### src/rtl/sr_pkg.sv
// Shared types and constants for the set/reset pulse driver.
package sr_pkg;
  localparam int CNT_W = 8;

  localparam logic LVL_SET = 1'b1;
  localparam logic LVL_RST = 1'b0;

  typedef logic [1:0] state_t;

  localparam state_t ST_INIT  = 2'd0;
  localparam state_t ST_IDLE  = 2'd1;
  localparam state_t ST_PULSE = 2'd2;
  localparam state_t ST_GUARD = 2'd3;
endpackage

### src/rtl/sr_pulse_driver_if.sv
// Command handshake plus latch drive/status between control logic and the driver.
interface sr_pulse_driver_if;
  logic cmd_valid;
  logic cmd_level;
  logic cmd_ready;
  logic s;
  logic r;
  logic state_q;
  logic busy;
  logic done;

  modport master (
    output cmd_valid, cmd_level,
    input  cmd_ready, s, r, state_q, busy, done
  );

  modport slave (
    input  cmd_valid, cmd_level,
    output cmd_ready, s, r, state_q, busy, done
  );
endinterface

### src/rtl/sr_pulse_timer.sv
// Loadable down-counter with zero flag; timed both the pulse and the guard gap.
module sr_pulse_timer
  import sr_pkg::*;
(
  input  logic             clk,
  input  logic             rst_n,
  input  logic             load,
  input  logic [CNT_W-1:0] load_val,
  output logic             zero
);
  logic [CNT_W-1:0] cnt;

  always_ff @(posedge clk or negedge rst_n) begin
    if (!rst_n)           cnt <= '0;
    else if (load)        cnt <= load_val;
    else if (cnt != '0)   cnt <= cnt - CNT_W'(1);
  end

  assign zero = (cnt == '0);
endmodule

### src/rtl/sr_pulse_driver.sv
// Turns a level command into a timed set or reset pulse plus guard gap,
// tracking the level the latch is believed to hold.
module sr_pulse_driver
  import sr_pkg::*;
#(
  parameter int unsigned PULSE_CYC    = 4,
  parameter int unsigned GUARD_CYC    = 2,
  parameter bit          INIT_LEVEL   = 1'b0,
  parameter bit          ALWAYS_PULSE = 1'b0
) (
  input  logic             clk,
  input  logic             rst_n,
  sr_pulse_driver_if.slave bus
);
  localparam logic [CNT_W-1:0] PULSE_LD = CNT_W'(PULSE_CYC - 1);
  localparam logic [CNT_W-1:0] GUARD_LD = (GUARD_CYC == 0) ? '0 : CNT_W'(GUARD_CYC - 1);

  state_t           state;
  logic             s_q, r_q, done_q, level_q, pulse_lvl;
  logic             accept, go, zero, load;
  logic [CNT_W-1:0] load_val;

  assign accept = bus.cmd_valid && (state == ST_IDLE);
  assign go     = (bus.cmd_level != level_q) || ALWAYS_PULSE;

  always_comb begin
    load     = 1'b0;
    load_val = PULSE_LD;
    case (state)
      ST_INIT:  load = 1'b1;
      ST_IDLE:  load = accept && go;
      ST_PULSE: if (zero && GUARD_CYC != 0) begin
                  load     = 1'b1;
                  load_val = GUARD_LD;
                end
      default:  ;
    endcase
  end

  sr_pulse_timer u_timer (
    .clk      (clk),
    .rst_n    (rst_n),
    .load     (load),
    .load_val (load_val),
    .zero     (zero)
  );

  // s and r are always driven from one level and its complement, so they
  // can never be high together.
  always_ff @(posedge clk or negedge rst_n) begin
    if (!rst_n) begin
      state     <= ST_INIT;
      s_q       <= 1'b0;
      r_q       <= 1'b0;
      done_q    <= 1'b0;
      level_q   <= INIT_LEVEL;
      pulse_lvl <= INIT_LEVEL;
    end else begin
      done_q <= 1'b0;
      case (state)
        ST_INIT: begin
          state     <= ST_PULSE;
          pulse_lvl <= INIT_LEVEL;
          s_q       <= (INIT_LEVEL == LVL_SET);
          r_q       <= (INIT_LEVEL == LVL_RST);
        end
        ST_IDLE: if (accept) begin
          if (go) begin
            state     <= ST_PULSE;
            pulse_lvl <= bus.cmd_level;
            s_q       <= (bus.cmd_level == LVL_SET);
            r_q       <= (bus.cmd_level == LVL_RST);
          end else begin
            done_q <= 1'b1;
          end
        end
        ST_PULSE: if (zero) begin
          s_q     <= 1'b0;
          r_q     <= 1'b0;
          level_q <= pulse_lvl;
          if (GUARD_CYC == 0) begin
            state  <= ST_IDLE;
            done_q <= 1'b1;
          end else begin
            state <= ST_GUARD;
          end
        end
        default: if (zero) begin
          state  <= ST_IDLE;
          done_q <= 1'b1;
        end
      endcase
    end
  end

  assign bus.s         = s_q;
  assign bus.r         = r_q;
  assign bus.done      = done_q;
  assign bus.state_q   = level_q;
  assign bus.cmd_ready = (state == ST_IDLE);
  assign bus.busy      = (state != ST_IDLE);
endmodule
### src/flat_wrapper.sv
// flat-port wrapper written by rule: the top's interface ports become plain ports
module sr_pulse_driver_flat import sr_pkg::*;
#(
  parameter int unsigned PULSE_CYC    = 4,
  parameter int unsigned GUARD_CYC    = 2,
  parameter bit          INIT_LEVEL   = 1'b0,
  parameter bit          ALWAYS_PULSE = 1'b0
)
  (clk, rst_n, bus_cmd_valid, bus_cmd_level, bus_cmd_ready, bus_s, bus_r, bus_state_q, bus_busy, bus_done);
  sr_pulse_driver_if bus_i ();
  input  logic clk;
  input  logic rst_n;
  input wire logic [$bits(bus_i.cmd_valid)-1:0] bus_cmd_valid;
  input wire logic [$bits(bus_i.cmd_level)-1:0] bus_cmd_level;
  output wire logic [$bits(bus_i.cmd_ready)-1:0] bus_cmd_ready;
  output wire logic [$bits(bus_i.s)-1:0] bus_s;
  output wire logic [$bits(bus_i.r)-1:0] bus_r;
  output wire logic [$bits(bus_i.state_q)-1:0] bus_state_q;
  output wire logic [$bits(bus_i.busy)-1:0] bus_busy;
  output wire logic [$bits(bus_i.done)-1:0] bus_done;
  assign bus_i.cmd_valid = bus_cmd_valid;
  assign bus_i.cmd_level = bus_cmd_level;
  assign bus_cmd_ready = bus_i.cmd_ready;
  assign bus_s = bus_i.s;
  assign bus_r = bus_i.r;
  assign bus_state_q = bus_i.state_q;
  assign bus_busy = bus_i.busy;
  assign bus_done = bus_i.done;
  sr_pulse_driver #(.PULSE_CYC(PULSE_CYC), .GUARD_CYC(GUARD_CYC), .INIT_LEVEL(INIT_LEVEL), .ALWAYS_PULSE(ALWAYS_PULSE)) u_core (.clk(clk), .rst_n(rst_n), .bus(bus_i));
endmodule
### config.mk
export PLATFORM = sky130hd
export DESIGN_NAME = sr_pulse_driver_flat
export DESIGN_NICKNAME = d
export VERILOG_FILES = /design/src/rtl/sr_pkg.sv /design/src/rtl/sr_pulse_driver_if.sv /design/src/rtl/sr_pulse_timer.sv /design/src/rtl/sr_pulse_driver.sv /design/src/flat_wrapper.sv
export SDC_FILE = /design/constraint.sdc
export NUM_CORES = 1
export LEC_CHECK = 0
export CORE_MARGIN = 2
export CORE_UTILIZATION = 45
export CTS_CLUSTER_SIZE = 40
export DETAILED_ROUTE_END_ITERATION = 8
export HOLD_SLACK_MARGIN = 0.05
export PLACE_DENSITY_LB_ADDON = 0.12
export SKIP_LAST_GASP = 1
export SLEW_MARGIN = 5
export SYNTH_ARGS = -nofsm -noshare
export SYNTH_HDL_FRONTEND = slang
export SYNTH_SLANG_ARGS = --single-unit
### constraint.sdc
create_clock -name clk -period 2 [get_ports clk]
set_input_delay 0.3 -clock clk [delete_from_list [all_inputs] [get_ports clk]]
set_output_delay 0.3 -clock clk [all_outputs]
set_load 0.005 [all_outputs]
Word-level counts from Yosys, hierarchy flattened
Index checks and enable logic that the tools add are counted.
{ "classes": {"n_addsub": 1, "eq_ne": 7, "n_lt_le_gt_ge": 0, "bitwise_logic": 1, "n_mux": 22, "multipliers": 0, "div_mod_pow": 0, "n_reduce_logical": 14, "shift": 0} }
{ "op_table": {"columns": ["op", "n"], "rows": [
  ["2-to-1 mux 8 bit", 3],
  ["2-to-1 mux 2 bit", 5],
  ["one-hot mux 1 bit (3 select lines)", 3],
  ["zero test 8 bit", 1],
  ["2-to-1 mux 1 bit", 8],
  ["AND reduction 4 bit", 2],
  ["nonzero test 8 bit", 1],
  ["subtractor 8 x 1 -> 8 bit, second input constant", 1],
  ["inequality test 2 x 1 -> 1 bit, second input constant", 3],
  ["one-hot mux 2 bit (3 select lines)", 1],
  ["nonzero test 3 bit", 2],
  ["one-hot mux 1 bit (2 select lines)", 2],
  ["nonzero test 2 bit", 2],
  ["AND reduction 3 bit", 1],
  ["equality test 2 x 1 -> 1 bit, second input constant", 1],
  ["equality test 2 bit, second input constant", 1],
  ["logical AND 1 bit", 2],
  ["zero test 2 bit", 1],
  ["inequality test 2 bit, second input constant", 1],
  ["AND reduction 2 bit", 1],
  ["OR reduction 2 bit", 1],
  ["inequality test 1 bit", 1],
  ["NOT 1 bit", 1]
]} }
{ "word_totals": {"n_memories": 0, "wordCells": 52, "regBits": 15, "in_bits": 4, "ramBits": 0, "mem_bits_ro": 0, "latch_bits": 0, "out_inout_bits": 6} }

Logic depth before layout (Yosys ltp)
Gate-level depths: netlist of run 1.
{ "logic_depth": {"depth_word": 5, "mapped_depth": 5, "mapped_depth_nobuf": 5} }

Modules after synthesis
From an unflattened synthesis of run 1, not the netlist that was laid out.
{ "unflattened": {"cells_unflattened": 93, "hier_area_um2": 855.8} }
{ "by_module_without_submodules": {"columns": ["mod", "cells_per_inst", "instances", "area_each_um2", "seq_area_each_um2"], "rows": [
  ["sr_pulse_timer", 54, 1, 476.7, 200.2],
  ["sr_pulse_driver", 39, 1, 379.1, 175.2]
]} }

Worst setup path after synthesis of run 1
No wires, ideal clock.
{ "synth_path": {"path_kind": "reg2reg", "from": "register u_core.u_timer.cnt[0]", "to": "register u_core.level_q, in the netlist u_core.bus.state_q", "arrival_time_ns": 1.561, "required_time_ns": 1.872, "setup_time_ns": 0.128, "period_less_slack_ns": 1.689, "stages_incl_launch_ff": 6, "path_slack_ns": 0.311, "n_path_buf": 0, "path_cell_list": "dfrtp_1 inv_1 ha_1 nor4b_1 nand3_1 mux2_1"} }
{ "synth_via": {"elab_chain_cells": 2} }
{ "synth_lines": {"columns": ["item", "line_no", "text"], "rows": [
  ["start: declaration", "sr_pulse_timer.sv:11", "logic [CNT_W-1:0] cnt;"],
  ["start signal: assignment", "sr_pulse_timer.sv:15", "else if (load) cnt <= load_val;"],
  ["start signal: assignment", "sr_pulse_timer.sv:16", "else if (cnt != '0) cnt <= cnt - CNT_W'(1);"],
  ["zero test 8 bit", "sr_pulse_timer.sv:19", "assign zero = (cnt == '0);"],
  ["AND reduction 2 bit (no line)", null, null],
  ["end signal: assignment", "sr_pulse_driver.sv:80", "level_q <= pulse_lvl;"],
  ["end: declaration", "sr_pulse_driver.sv:19", "logic s_q, r_q, done_q, level_q, pulse_lvl;"]
]} }
Every way passes these cells.
A chain may end at the register's enable or synchronous reset.

Worst setup path after layout of run 1
{ "layout_path": {"from": "register u_core.state[0]", "to": "output bus_cmd_ready"} }
{ "layout_via": {"elab_chain_cells": 1} }
{ "layout_lines": {"columns": ["item", "line_no", "text"], "rows": [
  ["start: declaration", "sr_pulse_driver.sv:18", "state_t state;"],
  ["start signal: assignment", "sr_pulse_driver.sv:52", "state <= ST_INIT;"],
  ["start signal: assignment", "sr_pulse_driver.sv:62", "state <= ST_PULSE;"],
  ["start signal: assignment", "sr_pulse_driver.sv:69", "state <= ST_PULSE;"],
  ["equality test 2 x 1 -> 1 bit", "sr_pulse_driver.sv:100", "assign bus.cmd_ready = (state == ST_IDLE);"],
  ["end: declaration", "flat_wrapper.sv:15", "output wire logic [$bits(bus_i.cmd_ready)-1:0] bus_cmd_ready;"]
]} }
Every way passes these cells.

==> results of run 1 <==
[Yosys cell counts, drive strengths merged (2+ instances only)]
| cell | number | area (um2) |
|---|---|---|
| a21boi | 2 | 15.01 |
| a21o | 2 | 15.01 |
| dfrtp | 15 | 375.4 |
| o211ai | 3 | 22.52 |
| a21oi | 3 | 15.01 |
| nor2 | 2 | 7.510 |
| nand2 | 3 | 11.26 |
| o21ai | 6 | 30.02 |
| nand3 | 5 | 25.02 |
| ha | 2 | 25.02 |
| clkbuf | 2 | 7.510 |
| a22oi | 6 | 50.05 |
| inv | 6 | 22.52 |
| nor3 | 3 | 15.01 |
| nand2b | 3 | 18.77 |
| or4 | 2 | 22.52 |
| buf | 2 | 10.01 |
| nor4 | 2 | 18.77 |
| nor2b | 2 | 12.51 |
[power by group through the flow]
stage | clock network [uW] | logic [uW] | registers [uW]
after global routing | 193 | 25.8 | 303
after global placement | 0 | 23.2 | 309
after detailed placement | 0 | 23.2 | 309
final | 171 | 22.9 | 303
after floorplan | 0 | 6.43 | 309
after CTS | 178 | 23.3 | 303
[layout make-up]
type                       count  share of cell area, %
inverter                       6                  2.242
clock buffer                   4                  2.615
timing repair buffer          12                  11.21
sequential                    15                  37.36
multi-input combinational     62                  43.46
tap                           25                  3.113
[flip-flops by register name, indices dropped and copies added (netlist names)]
signal              count
u_core.state            2
u_core.u_timer.cnt      8
u_core.bus.state_q      1
u_core.bus.done         1
u_core.bus.s            1
u_core.bus.r            1
u_core.pulse_lvl        1
[worst max-delay path, cell delays in order, from the launching register on]
cell and delay, ns:
dfrtp_1 0.49, nor2b_1 0.20, clkdlybuf4s50_1 0.51
[through the flow]
step	std cells	setup slack, ns
3_5_place_dp	120	0.2414
5_1_grt	124	0.09690
4_1_cts	124	0.2078
2_1_floorplan	87	0.3114
3_3_place_gp	120	0.2638
6_report	124	0.2269
[cells by family (layout without fill, tap and decap cells)]
family	count (synthesis)	after routing	share of synthesized area, %
mux	1	1	1.321
fa+ha+maj	2	2	2.936
flops	15	15	44.05
simple gates	28	28	20.56
buf+inv	10	22	4.699
compound gates	29	29	24.37
xor+xnor	2	2	2.056
[path summary, 6_finish.rpt]
kind,from,to,slack [ns],depth (start not counted)
worst max-delay path,u_core.state[0],bus_cmd_ready,0.23,2
worst min-delay path,rst_n,u_core.u_timer.cnt[2],0.43,1
worst max register to register,u_core.u_timer.cnt[6],u_core.u_timer.cnt[7],0.28,3
worst min register to register,u_core.pulse_lvl,u_core.bus.state_q,0.52,1
max in group asynchronous,rst_n,u_core.bus.state_q,1.12,1
min in group clk,u_core.pulse_lvl,u_core.bus.state_q,0.52,1
[layer usage]
layer	vias up	wire length [um]
met5	-	0
met4	0	12
met3	2	57
met2	12	846
met1	349	884
li1	353	-
==> metrics.txt, run 1 <==
GR Layer Usage met3 2.264%; port bufs 9; # resized after CTS 0; P&R area growth vs syn 17.91%; final setup vio count 0; Ys Warns 0; most frequent cells in the layout 15 x dfrtp_1, 9 x clkdlybuf4s50_1, 6 x inv_1; #FFs+latches synth 15; initial antenna violation count 0; Final Hold Fails 0; FP Rows 15; CP Class reg -> out; vias in the first global route 706; Storage cell area 375.4 um2; first-pass GRT wire length 3.049 mm; GR Layer Usage met1 27.91%; Clk Tree Root Cell clkbuf_4; Fin Setup TNS 0 ns; final hold slack 0.4336 ns; Tightest Pin Transition 0.7017 ns; Req. time, crit path 1.70 ns; CTS sink cnt 15; total power draw 497.1 uW; drt total wl 1.800 mm; Ant. Diodes 0; P_leak 0.0004234 uW; Int Power 389.2 uW; HP Class in -> async; Clock Latency Late Sink 0.28 ns; final core occ 57.56%; Vias 716; Synth cell types 38; Max rail drop VDD 342.9 uV; TritonCTS Buffers 3; clock share of power 34.4%; EDFF count, synth 0; layout cell share with drive strength beyond 1 10.10%; status complete, no violations; Die H 47.52 um; antenna viol nets, final 0; die area 2258 um2; H-tree depth 1; most common cell after layout, fill and taps aside dfrtp_1; largest net degree at the start of global routing 16; GR Util met2 29.19%; GR Overflow Total 0; register area share after synthesis 44.05%; WL/cell 14.52 um; Nets 106; GR Util All Layers 19.61%; Power Dens Cells 494.8 nW/um2; clock-pin slew on the worst setup and hold paths 0.09 ns; Psw 108.0 uW; dpl hpwl 1.321 mm; GPL Wtd Cong 0.8952; CP arrival 1.47 ns; Post-Synthesis Cells 87; FILL cells 161; DIE WIDTH 47.52 um; layer with the highest usage met2; # Post-CTS Setup Buffers 0; Avg Vias per Cell 5.774; critical-path maximum fanout 9; f_max 564.0 MHz; Max-Cap Viols 0; switching portion of total power 21.72%; Starting Density 48.82%; Final Instance Area 1005 um2; Comb power frac 4.6%; sequential power share 60.9%; startpoint types register; Placed Area 978.4 um2; hold buffer count at CTS 0; fin crit period 1.773 ns; asr flop ratio synth 100.0%; Max Slew Vio Count 0; Synth Area per Inst 9.794 um2; Rel. slew slack 53.08%; RSZ-0062 raised after global routing no; Tcrit/Tclk final 88.65%; CP endpoint kind output port; drt initial violations 15; core footprint 1745 um2; Setup Skew 0.006430 ns; Longest Clk Path Bufs 2; Post-Syn Area 852.1 um2; DRC viols 0; first drt pass iteration count 4; Primary FF master, synth dfrtp_1; # IOs 10; CTS tree yes; Multi-input gate area 436.7 um2; syn_nets 93
No activity file was read; power rests on OpenSTA's default activity.
==> run 2: changes to the inputs <==
Settings changed: GPL_TIMING_DRIVEN set to 1.
==> results of run 2 <==
Final layout, timing and power as in run 1 (identical DEF).
==> run 3: changes to the inputs <==
Settings changed: CAP_MARGIN set to 20.
==> results of run 3 <==
Final layout, timing and power as in run 1 (identical DEF).
==> RTL edit, RTL diff (flow settings as in run 3) <==
Set the package constant `CNT_W` to 9 (it was 8).
--- a/src/rtl/sr_pkg.sv
+++ b/src/rtl/sr_pkg.sv
@@ -1,6 +1,6 @@
 // Shared types and constants for the set/reset pulse driver.
 package sr_pkg;
-  localparam int CNT_W = 8;
+  localparam int CNT_W = 9;
 
   localparam logic LVL_SET = 1'b1;
   localparam logic LVL_RST = 1'b0;
Check against the original RTL: same outputs for any inputs over 10 cycles, from zero or initial values and one cycle with rst_n low; that may be too few to reach the edited logic, so the function may still have changed.
==> RTL edit against run 3 <==
- sequential cell count increased by 1
- worst setup slack worse by 96 ps
- hold slack worse by 110 ps
- cell area rose by 5.0%
- non-clock buffer count increased by 1
- wire length increased by 1.8%
- area after synthesis up 3.4%
Power is not compared: it rests on default switching activity, and its combinational part moved more than twofold at a synthesized area within 25%.
==> RTL edit: results (changes against run 3) <==
| Metric | Value |
|---|---|
| Sequential cell area fraction in the yosys report | `0.455 (+0.0140)` |
| Compound-cell area share of the yosys netlist | `0.223 (-0.0207)` |
| Worst rel slew slack | `0.477 (-0.0541)` |
| Routed length per instance | `14.0 um (-3.7%)` |
| Starting DRT DRC Count | `18 (+3)` |
| Nets@finish | `110 (+3.8%)` |
| Xor-xnor portion of the synthesized cell area | `0.00994 (-0.0106)` |
| Via count | `740 (+3.4%)` |
| First-pass GRT wire length | `2.95 mm (-3.4%)` |
| GR Util All Layers | `0.191 (-0.00465)` |
| Synth unique cells | `36 (-5.3%)` |
| Routability cong. | `0.769 (-14%)` |
| FF-to-FF path depth | `5 (+2)` |
| Crit Path Max Fanout | `13 (+4)` |
| Arr. time, crit path | `1570 ps (+100 ps)` |
| GR Util met2 | `0.255 (-0.0366)` |
| Met3 Usage GRT | `0.0667 (+0.0440)` |
| Crit path launch | `u_core.state[1]` |
| Fillers | `172 (+6.8%)` |
| M1 GR Usage | `0.278 (-0.00155)` |
| Syn_nets | `96 (+3.2%)` |
| Fraction of the mapped netlist area in adder cells | `0.0142 (-0.0152)` |
| Status | `completed` |
| Max incr delay on CP | `530 ps (+20 ps)` |
| Synth Area per Inst | `9.68 um^2 (-1.2%)` |
| Layout cell share with drive strength beyond 1 | `0.125 (+0.0240)` |
| Reg-to-Reg End | `u_core.bus.state_q` |
| Layout Skew | `4.95 ps (-1.48 ps)` |
| Vias in the first global route | `623 (-12%)` |
| R2r setup slk | `240 ps (-40 ps)` |
| Fin cells | `131 (+5.6%)` |
| Top Registers | `u_core.u_timer.cnt (9), u_core.state (2)` |
[RTL edit: area by class of cell]
class,instances,area (um^2),area share
inverters,7,26.3,0.0249
repair buffers,13,120,0.114
flip-flops and latches,16,400,0.380
clock buffers,4,36.3,0.0344
well taps,27,33.8,0.0320
multi-input cells,64,438,0.415
[RTL edit: per-stage QoR]
step	worst slack, ps	hold WS (ps)	cell area [um^2]	power (mW)
after global routing	12.6	343	1050	1.70
final	131	324	1050	1.56
after global placement	144	514	1020	1.33
after floorplan	279	4.41	881	1.09
after CTS	131	325	1050	1.56
after detailed placement	122	549	1020	1.35
[RTL edit: metal layers]
metal  share of wire  vias up
met4           0.019        0
met3           0.031        4
li1                -      363
met2            0.45       11
met5               0        -
met1            0.50      362
[RTL edit: power groups by stage]
stage	sequential (mW)	combinational, mW	clock, mW
after detailed placement	0.622	0.731	0
final	0.618	0.730	0.212
after floorplan	0.569	0.522	0
after CTS	0.615	0.733	0.217
after global routing	0.646	0.821	0.236
after global placement	0.613	0.718	0
